[src/rtl/systolic_pkg.sv]
// Shared definitions for the systolic array operand feeder.
package systolic_pkg;

  localparam int DEFAULT_DWIDTH = 32;
  localparam int DEFAULT_N      = 4;

  typedef enum logic [2:0] {
    ST_IDLE  = 3'd0,
    ST_CLEAR = 3'd1,
    ST_LOAD  = 3'd2,
    ST_DRAIN = 3'd3,
    ST_DONE  = 3'd4
  } state_e;

  // Index of the last DRAIN cycle: the drain phase spans 2N-1 cycles.
  function automatic int drain_last_idx(input int n);
    return (2 * n) - 2;
  endfunction

endpackage

[src/rtl/skew_delay.sv]
// Zero-reset shift register: D delay stages followed by one output register,
// so an input sampled at cycle c appears on dout at cycle c+1+D.
module skew_delay #(
  parameter int D      = 0,
  parameter int DWIDTH = 32
) (
  input  logic              clk,
  input  logic              rstn,
  input  logic [DWIDTH-1:0] din,
  output logic [DWIDTH-1:0] dout
);

  logic [DWIDTH-1:0] stage_r [0:D];

  // Shift the lane one stage per clock; reset flushes every stage to zero.
  always_ff @(posedge clk) begin
    if (!rstn) begin
      for (int k = 0; k <= D; k++) begin
        stage_r[k] <= {DWIDTH{1'b0}};
      end
    end else begin
      stage_r[0] <= din;
      for (int k = 1; k <= D; k++) begin
        stage_r[k] <= stage_r[k-1];
      end
    end
  end

  assign dout = stage_r[D];

endmodule

[src/rtl/systolic_feeder.sv]
// Operand feeder for an N x N output-stationary systolic array: accepts one
// column of A and one row of B per beat, skews them onto the west/north
// edges and sequences clear/accumulate/drain/done for the PE grid.
module systolic_feeder
  import systolic_pkg::*;
#(
  parameter int DWIDTH = DEFAULT_DWIDTH,
  parameter int N      = DEFAULT_N,
  parameter int KW     = 16
) (
  input  logic                clk,
  input  logic                rstn,
  input  logic                start,
  input  logic [KW-1:0]       k_len,
  input  logic                in_valid,
  output logic                in_ready,
  input  logic [N*DWIDTH-1:0] in_a,
  input  logic [N*DWIDTH-1:0] in_b,
  output logic [N*DWIDTH-1:0] west_out,
  output logic [N*DWIDTH-1:0] north_out,
  output logic                pe_en,
  output logic                acc_clr_n,
  output logic                busy,
  output logic                done
);

  localparam int             DCW        = (2 * N > 2) ? $clog2(2 * N) : 1;
  localparam logic [DCW-1:0] DRAIN_LAST = DCW'(drain_last_idx(N));

  state_e              state_r;
  state_e              next_state_s;
  logic [KW-1:0]       k_len_r;
  logic [KW-1:0]       beat_cnt_r;
  logic [DCW-1:0]      drain_cnt_r;
  logic                accept_s;
  logic                last_beat_s;
  logic [N*DWIDTH-1:0] a_feed_s;
  logic [N*DWIDTH-1:0] b_feed_s;

  logic                in_ready_r;
  logic                pe_en_r;
  logic                acc_clr_n_r;
  logic                busy_r;
  logic                done_r;

  logic                in_ready_nxt_s;
  logic                pe_en_nxt_s;
  logic                acc_clr_n_nxt_s;
  logic                busy_nxt_s;
  logic                done_nxt_s;

  // in_ready_r is high exactly while the FSM sits in LOAD.
  assign accept_s    = in_valid && in_ready_r;
  assign last_beat_s = (beat_cnt_r == (k_len_r - KW'(1)));

  // Bubbles feed zeros so the a/b wavefronts stay aligned and add nothing.
  assign a_feed_s = accept_s ? in_a : {(N*DWIDTH){1'b0}};
  assign b_feed_s = accept_s ? in_b : {(N*DWIDTH){1'b0}};

  // Next-state logic of the sequencing FSM.
  always_comb begin
    next_state_s = state_r;
    case (state_r)
      ST_IDLE: begin
        if (start) begin
          next_state_s = ST_CLEAR;
        end else begin
          next_state_s = ST_IDLE;
        end
      end
      ST_CLEAR: begin
        if (k_len_r == {KW{1'b0}}) begin
          next_state_s = ST_DONE;
        end else begin
          next_state_s = ST_LOAD;
        end
      end
      ST_LOAD: begin
        if (accept_s && last_beat_s) begin
          next_state_s = ST_DRAIN;
        end else begin
          next_state_s = ST_LOAD;
        end
      end
      ST_DRAIN: begin
        if (drain_cnt_r == DRAIN_LAST) begin
          next_state_s = ST_DONE;
        end else begin
          next_state_s = ST_DRAIN;
        end
      end
      ST_DONE: begin
        next_state_s = ST_IDLE;
      end
      default: begin
        next_state_s = ST_IDLE;
      end
    endcase
  end

  // Decode the control outputs for the state being entered, so they can be
  // registered and line up with the state register.
  always_comb begin
    in_ready_nxt_s  = 1'b0;
    pe_en_nxt_s     = 1'b0;
    acc_clr_n_nxt_s = 1'b1;
    busy_nxt_s      = 1'b1;
    done_nxt_s      = 1'b0;
    case (next_state_s)
      ST_IDLE: begin
        busy_nxt_s = 1'b0;
      end
      ST_CLEAR: begin
        acc_clr_n_nxt_s = 1'b0;
      end
      ST_LOAD: begin
        in_ready_nxt_s = 1'b1;
        pe_en_nxt_s    = 1'b1;
      end
      ST_DRAIN: begin
        pe_en_nxt_s = 1'b1;
      end
      ST_DONE: begin
        done_nxt_s = 1'b1;
      end
      default: begin
        busy_nxt_s = 1'b0;
      end
    endcase
  end

  // State register, latched inner dimension, beat and drain counters.
  always_ff @(posedge clk) begin
    if (!rstn) begin
      state_r     <= ST_IDLE;
      k_len_r     <= {KW{1'b0}};
      beat_cnt_r  <= {KW{1'b0}};
      drain_cnt_r <= {DCW{1'b0}};
    end else begin
      state_r <= next_state_s;

      if ((state_r == ST_IDLE) && start) begin
        k_len_r <= k_len;
      end else begin
        k_len_r <= k_len_r;
      end

      if (state_r == ST_CLEAR) begin
        beat_cnt_r <= {KW{1'b0}};
      end else if (accept_s) begin
        beat_cnt_r <= beat_cnt_r + KW'(1);
      end else begin
        beat_cnt_r <= beat_cnt_r;
      end

      if (state_r == ST_DRAIN) begin
        drain_cnt_r <= drain_cnt_r + DCW'(1);
      end else begin
        drain_cnt_r <= {DCW{1'b0}};
      end
    end
  end

  // Registered control outputs.
  always_ff @(posedge clk) begin
    if (!rstn) begin
      in_ready_r  <= 1'b0;
      pe_en_r     <= 1'b0;
      acc_clr_n_r <= 1'b1;
      busy_r      <= 1'b0;
      done_r      <= 1'b0;
    end else begin
      in_ready_r  <= in_ready_nxt_s;
      pe_en_r     <= pe_en_nxt_s;
      acc_clr_n_r <= acc_clr_n_nxt_s;
      busy_r      <= busy_nxt_s;
      done_r      <= done_nxt_s;
    end
  end

  assign in_ready  = in_ready_r;
  assign pe_en     = pe_en_r;
  assign acc_clr_n = acc_clr_n_r;
  assign busy      = busy_r;
  assign done      = done_r;

  // Lane i is delayed by i extra cycles so row/column i meets the wavefront.
  for (genvar i = 0; i < N; i++) begin : g_lane
    skew_delay #(
      .D      (i),
      .DWIDTH (DWIDTH)
    ) u_skew_a (
      .clk  (clk),
      .rstn (rstn),
      .din  (a_feed_s[i*DWIDTH +: DWIDTH]),
      .dout (west_out[i*DWIDTH +: DWIDTH])
    );

    skew_delay #(
      .D      (i),
      .DWIDTH (DWIDTH)
    ) u_skew_b (
      .clk  (clk),
      .rstn (rstn),
      .din  (b_feed_s[i*DWIDTH +: DWIDTH]),
      .dout (north_out[i*DWIDTH +: DWIDTH])
    );
  end

endmodule

[config.mk]
export PLATFORM = sky130hd
export DESIGN_NAME = systolic_feeder
export DESIGN_NICKNAME = d
export VERILOG_FILES = /design/src/rtl/systolic_pkg.sv /design/src/rtl/skew_delay.sv /design/src/rtl/systolic_feeder.sv
export SDC_FILE = /design/constraint.sdc
export NUM_CORES = 1
export LEC_CHECK = 0
export ABC_AREA = 1
export CAP_MARGIN = 20
export CORE_AREA = 2 2 181 271
export CTS_BUF_LIST = sky130_fd_sc_hd__clkbuf_4
export CTS_CLUSTER_DIAMETER = 100
export DETAILED_ROUTE_END_ITERATION = 16
export DIE_AREA = 0 0 183 273
export PLACE_DENSITY = 0.78
export SYNTH_ARGS = -nofsm -noshare
export SYNTH_HDL_FRONTEND = slang
export SYNTH_SLANG_ARGS = --single-unit
[constraint.sdc]
create_clock -name clk -period 1.66 [get_ports clk]
set_clock_uncertainty 0.05 [all_clocks]
set_input_delay 0.498 -clock clk [delete_from_list [all_inputs] [get_ports clk]]
set_output_delay 0.498 -clock clk [all_outputs]
set_load 0.005 [all_outputs]
### Yosys cells after proc, flatten, opt, wreduce, memory -nomap -nowiden

Memory sizes are Yosys's and may differ from the RTL's.
Index checks and enable logic that the tools add are counted.

| operators by class | value |
|---|---|
| multiply operators | 0 |
| reduce and logical (&&, ||, !) cells | 11 |
| bitwise operators | 19 |
| magnitude comparators | 0 |
| add/sub/neg operators | 3 |
| equal/unequal tests | 9 |
| shifts and indexed selects | 0 |
| div/mod/pow operators | 0 |
| mux-type cells | 36 |

Operators with widths:

| operator | count |
|---|---|
| 2-to-1 mux 32 bit | 20 |
| 2-to-1 mux 128 bit | 2 |
| OR reduction 32 bit | 2 |
| bitwise OR 1 bit | 18 |
| adder 16 x 1 -> 16 bit (second input constant) | 1 |
| equality test 16 bit | 1 |
| logical NOT 16 bit | 1 |
| subtractor 16 x 1 -> 16 bit (second input constant) | 1 |
| equality test 3 x 2 -> 1 bit (second input constant) | 4 |
| one-hot mux 3 bit (4 select lines) | 1 |
| 2-to-1 mux 1 bit | 11 |
| equality test 3 x 1 -> 1 bit (second input constant) | 2 |
| equality test 3 bit (second input constant) | 2 |
| 2-to-1 mux 3 bit | 2 |
| OR reduction 2 bit | 2 |
| OR reduction 4 bit | 1 |
| adder 3 x 1 -> 3 bit (second input constant) | 1 |
| logical AND 1 bit | 3 |
| logical NOT 3 bit | 1 |
| AND reduction 2 bit | 1 |
| NOT 1 bit | 1 |

| word-level totals | value |
|---|---|
| memory bits (read-only) | 0 |
| word-level logic and storage cells | 95 |
| memory bits (writable) | 640 |
| memories | 8 |
| register bits after elaboration | 43 |
| latch bits | 0 |
| bits of input ports | 276 |
| output and inout port bits | 261 |

Memories:

| memory | depth | bits a word | rd ports | clocked after memory_dff | wr ports | line | source |
|---|---|---|---|---|---|---|---|
| g_lane[3].u_skew_a.stage_r | 4 | 32 | 4 | 0 | 4 | skew_delay.sv:13 | `logic [DWIDTH-1:0] stage_r [0:D];` |
| g_lane[3].u_skew_b.stage_r | 4 | 32 | 4 | 0 | 4 | skew_delay.sv:13 |  |
| g_lane[2].u_skew_a.stage_r | 3 | 32 | 3 | 0 | 3 | skew_delay.sv:13 |  |
| g_lane[2].u_skew_b.stage_r | 3 | 32 | 3 | 0 | 3 | skew_delay.sv:13 |  |
| g_lane[1].u_skew_a.stage_r | 2 | 32 | 2 | 0 | 2 | skew_delay.sv:13 |  |
| g_lane[1].u_skew_b.stage_r | 2 | 32 | 2 | 0 | 2 | skew_delay.sv:13 |  |
| +2 memories | -- | -- | -- | -- | -- | -- |  |

### Depth between registers and ports, before layout

| depth | value |
|---|---|
| word-level depth | 8 |
| mapped depth | 15 |
| gate-level depth less buffers | 15 |

### Cells and area by module

Synthesis repeated with hierarchy kept, for this count alone.

| unflattened totals | value |
|---|---|
| cell total of the unflattened synthesis | 3012 |
| area total of the unflattened synthesis | 23731.5 um2 |

By module, submodules not included:

| module | area each (um2) | sequential area each (um2) | times used | cells an instance |
|---|---|---|---|---|
| skew_delay (g_lane[3].u_skew_a ...) | 3677.3 | 2562.5 | 2 | 398 |
| skew_delay (g_lane[2].u_skew_a ...) | 3000.4 | 1921.8 | 2 | 331 |
| systolic_feeder | 4385.5 | 860.8 | 1 | 894 |
| skew_delay (g_lane[1].u_skew_a ...) | 2080.7 | 1281.2 | 2 | 231 |
| skew_delay (g_lane[0].u_skew_a ...) | 914.6 | 640.6 | 2 | 99 |

### Worst setup path after synthesis

No wires, ideal clock.

| timing path | value |
|---|---|
| path type | input port to flip-flop |
| start point | input in_valid |
| end point | register beat_cnt_r[14] |
| setup slack | -0.039 ns |
| library setup time | 0.117 ns |
| data required time | 1.493 ns |
| path buffers | 0 |
| stages | 11 |
| data arrival time | 1.532 ns |
| cell sequence | nand2_2 > nor2_1 > nand2_1 > nor3_2 > nand2_1 > nor2_1 > nand2_1 > nor2_2 > nand3_1 > o21ai_1 > a21oi_1 |

| on the way | value |
|---|---|
| cells in the longest elaborated chain, start to end | 1 |

Ends and longest elaborated chain:

| what | line | source |
|---|---|---|
| start, declared | systolic_feeder.sv:15 | `input logic in_valid,` |
| logical AND 1 bit | systolic_feeder.sv:53 | `assign accept_s = in_valid && in_ready_r;` |
| end signal, assigned | systolic_feeder.sv:137 | `beat_cnt_r <= {KW{1'b0}};` |
| end signal, assigned | systolic_feeder.sv:149 | `beat_cnt_r <= {KW{1'b0}};` |
| end signal, assigned | systolic_feeder.sv:151 | `beat_cnt_r <= beat_cnt_r + KW'(1);` |
| end, declared | systolic_feeder.sv:33 | `logic [KW-1:0] beat_cnt_r;` |

Every way passes these cells.
A chain may end at the register's enable or synchronous reset.

### Worst setup path in the final report

| timing path | value |
|---|---|
| start point | register in_ready_r (netlist: in_ready) |
| end point | output in_ready |

RTL lines:

| what | line | source |
|---|---|---|
| start, declared | systolic_feeder.sv:40 | `logic in_ready_r;` |
| start signal, assigned | systolic_feeder.sv:173 | `in_ready_r <= in_ready_nxt_s;` |
| end, declared | systolic_feeder.sv:16 | `output logic in_ready,` |

No word-level cell between the ends.

==> reports/metrics.json <==
{
  "power_density": {"value": 1120, "unit": "nW/µm²"},
  "r2r_cells": {"value": 12},
  "drcViolationCount": {"value": 0},
  "antenna_violating_nets_post_route": {"value": 0},
  "clock-sinks": {"value": 683},
  "top_level_ports": {"value": 537},
  "detail_route.wirelength": {"value": 51.5, "unit": "mm"},
  "crit_arrival": {"value": 1440, "unit": "ps"},
  "netlist_instances": {"value": 2529},
  "worstReg2RegStart": {"value": "in_ready$_SDFF_PN0_"},
  "worstSkewPairLatency": {"value": 860, "unit": "ps"},
  "hold_path.class": {"value": "primary input to flip-flop"},
  "synth_mux_area_share": {"value": 0, "unit": "%"},
  "drv_cap": {"value": 0},
  "area_fraction_in_and_or_nand_and_nor_cells_after_synthesis": {"value": 14.9, "unit": "%"},
  "synthesis.area_per_instance": {"value": 8.57, "unit": "µm²"},
  "clock-root-buffer": {"value": "sky130_fd_sc_hd__clkbuf_4"},
  "timing.hold.worst_endpoint": {"value": "g_lane[1].u_skew_b.stage_r[0][20]$_SDFF_PN0_"},
  "fp.dieArea": {"value": 50000, "unit": "µm²"},
  "die_x": {"value": 183, "unit": "µm"},
  "finalHoldViolations": {"value": 0},
  "vdd.ir_drop.worst": {"value": 0.000694, "unit": "V"},
  "vias_per_inst": {"value": 4.20},
  "post_synthesis_compound_gate_area_fraction": {"value": 1.37, "unit": "%"},
  "cts_inserted_buffers": {"value": 156},
  "async_s_r_ff_share_synth": {"value": 0, "unit": "%"},
  "critPathCaptureType": {"value": "primary output"},
  "clockBufferDepth": {"value": 3},
  "globalplace.congestion": {"value": 0.944},
  "worstPathRequired": {"value": 1110, "unit": "ps"},
  "fin_total_pwr": {"value": 32.4, "unit": "mW"},
  "grt_pass1_wl": {"value": 79.0, "unit": "mm"},
  "cts_tree": {"value": "done"},
  "layout-area-overhead-vs-synth": {"value": 33.7, "unit": "%"},
  "dominant_combinational_cell_family_by_area_after_synthesis": {"value": "buffers and inverters"},
  "synth-xor-area-share": {"value": 0.485, "unit": "%"},
  "antenna_violations_before_repair": {"value": 4},
  "grt_setup_unrepaired": {"value": "yes"},
  "grt_remaining_overflow": {"value": 0},
  "ff2ff_setup_slack": {"value": -220, "unit": "ps"},
  "p_leak": {"value": 16.7, "unit": "nW"},
  "timing.hold.worst.start": {"value": "in_b[52]"},
  "timing_worst_setup_path_type": {"value": "flip-flop to primary output"},
  "count_of_flip_flops_with_a_built_in_enable_after_synthesis": {"value": 0},
  "grt_pass1_vias": {"value": 16559},
  "timing_worst_slew_pin_value": {"value": 418, "unit": "ps"},
  "min_delay_path_depth": {"value": 3},
  "total_number_of_yosys_warnings": {"value": 0},
  "initial_utilization": {"value": 45.6, "unit": "%"},
  "r2r_end": {"value": "beat_cnt_r[14]$_SDFFE_PP0P_"},
  "critical_path.max_fanout": {"value": 2},
  "wl_per_cell": {"value": 13.6, "unit": "µm"},
  "dr.first_iter.drc_count": {"value": 737},
  "h_tree_levels": {"value": 4},
  "max_freq": {"value": 502, "unit": "MHz"},
  "final_min_period_over_clock_period": {"value": 120, "unit": "%"},
  "fraction_of_layout_cells_with_a_size_suffix_above_1": {"value": 24.4, "unit": "%"},
  "worst_slew_margin_rel": {"value": 72.1, "unit": "%"},
  "number_of_setup_violations_in_the_final_report": {"value": 271},
  "totalNegativeSetupSlack": {"value": -44890, "unit": "ps"},
  "fin_ws": {"value": -330, "unit": "ps"},
  "synth.cell_area": {"value": 21700, "unit": "µm²"},
  "dr_total_vias": {"value": 15873},
  "portBuffers": {"value": 536},
  "chipHeight": {"value": 273, "unit": "µm"},
  "grt_max_degree": {"value": 102},
  "fp-row-count": {"value": 98},
  "nNetsFinal": {"value": 3345},
  "first_pass_iters": {"value": 8},
  "violations_in_the_final_reports": {"value": "setup timing"},
  "outcome": {"value": "finished with violations"},
  "clk_pin_slew": {"value": 70, "unit": "ps"},
  "synth_seq_cells": {"value": 683},
  "groute.usage.overall": {"value": 20.1, "unit": "%"},
  "finalMaxSlewViolations": {"value": 0},
  "synth-seq-area-share": {"value": 63.1, "unit": "%"},
  "final_period_minus_worst_setup_slack": {"value": 1990, "unit": "ps"},
  "post_synth_fa_ha_maj_area_fraction": {"value": 0.231, "unit": "%"},
  "dp_slack": {"value": -761, "unit": "ps"},
  "critPathLaunchType": {"value": "flip-flop"},
  "ys.flop_type": {"value": "sky130_fd_sc_hd__dfxtp_1"},
  "core_region_area": {"value": 47600, "unit": "µm²"},
  "synth.lib_cells_used.distinct": {"value": 30},
  "hpwl_after_detailed_placement": {"value": 35.5, "unit": "mm"},
  "synthesized_netlist_net_count": {"value": 2809},
  "final.hold.worst_slack": {"value": 106, "unit": "ps"}
}
==> metrics by stage <==
stage          std cells  area (µm²)  utilization, %
2_1_floorplan       2529       21700               -
3_3_place_gp        3460       26700            56.2
3_5_place_dp        3460       26700            56.2
4_1_cts             3776       28400            59.6
5_1_grt             3782       29000            60.9
6_report            3782       29000            60.9
==> report_power, final <==
group / internal, mW / switching, mW
registers: 16.6 / 0.124
clock network: 7.16 / 6.36
logic: 1.17 / 0.972
==> critical path: stages, from the launching register on <==
cell	delay, ps
sky130_fd_sc_hd__dfxtp_4	370
sky130_fd_sc_hd__buf_6	110
sky130_fd_sc_hd__buf_6	110
==> synthesized netlist by cell type, drive strengths merged (2+ instances only) <==
library cell / number / area share, %
inv: 689 / 12
dfxtp: 683 / 63
nand2: 462 / 8.0
nor2: 310 / 5.6
buf: 192 / 6.7
clkbuf: 76 / 1.3
nand3: 27 / 0.67
o21ai: 26 / 0.60
a21oi: 25 / 0.58
nor3: 8 / 0.21
xor2: 8 / 0.32
nand4: 5 / 0.21
ha: 4 / 0.23
xnor2: 4 / 0.16
and3: 2 / 0.058
o21a: 2 / 0.069
==> layout make-up <==
cell class | count | area, µm²
fillers | 3823 | 18600
flip-flops and latches | 683 | 13900
repair buffers | 646 | 5860
multi-input cells | 889 | 3870
inverters | 689 | 2590
clock buffers | 231 | 1730
well taps | 600 | 751
clock inverters | 42 | 322
diodes | 2 | 5.00
==> logic make-up (layout without fill, tap and decap cells) <==
family          after synthesis  in the layout
fa+ha+maj                     4              4
other cells                   0              2
flops                       683            683
compound gates               56             56
xor+xnor                     12             12
simple gates                817            817
buf+inv                     957           1608
==> per-layer routing <==
layer  global-route usage [%]  part of all wire (%)  up-vias
met3                     8.21                   9.1      176
li1                         -                     -     7987
met5                        0                 0.025        -
met1                     18.5                    34     7087
met4                     12.5                   5.2        2
met2                     36.4                    51      621
==> how the worst max path moves through the flow <==
stage / end / slack, ps / cells past startpoint / start
after floorplan: beat_cnt_r[14]$_SDFFE_PP0P_ / -20 / 11 / in_valid
after global placement: beat_cnt_r[14]$_SDFFE_PP0P_ / -720 / 12 / in_valid
after detailed placement: beat_cnt_r[14]$_SDFFE_PP0P_ / -760 / 12 / in_valid
after CTS: in_ready / -450 / 2 / in_ready$_SDFF_PN0_
after global routing: in_ready / -440 / 2 / in_ready$_SDFF_PN0_
final: in_ready / -330 / 2 / in_ready$_SDFF_PN0_
==> layout by cell type, fill, tap and decap left out, types with 27 or more instances in the layout <==
cell type and n:
sky130_fd_sc_hd__buf_2 152, sky130_fd_sc_hd__buf_4 57, sky130_fd_sc_hd__buf_6 111, sky130_fd_sc_hd__clkbuf_4 231, sky130_fd_sc_hd__clkdlybuf4s50_1 274, sky130_fd_sc_hd__clkinv_1 27, sky130_fd_sc_hd__dfxtp_1 541, sky130_fd_sc_hd__dfxtp_2 139
sky130_fd_sc_hd__dlygate4sd3_1 36, sky130_fd_sc_hd__inv_1 684, sky130_fd_sc_hd__nand2_1 450, sky130_fd_sc_hd__nor2_1 293
==> registers in the layout, summed over array words and instances, names as in the netlist <==
register and flops:
g_lane.u_skew_a.stage_r 320, k_len_r 16, beat_cnt_r 16, in_ready 1, state_r 3, acc_clr_n 1, done 1, pe_en 1
g_lane.u_skew_b.stage_r 320, drain_cnt_r 3, busy 1
==> timing repair <==
item | 4_1_cts | 5_1_grt
hold buffers | 36 | 0
pin swaps | 16 | 18
hold endpoints to repair | 99 | 0
endpoints found under the setup margin | 272 | 274
resized for setup | 1203 | 148
setup buffers | 7 | 4
Note: power is estimated with default switching activity, not from simulation.
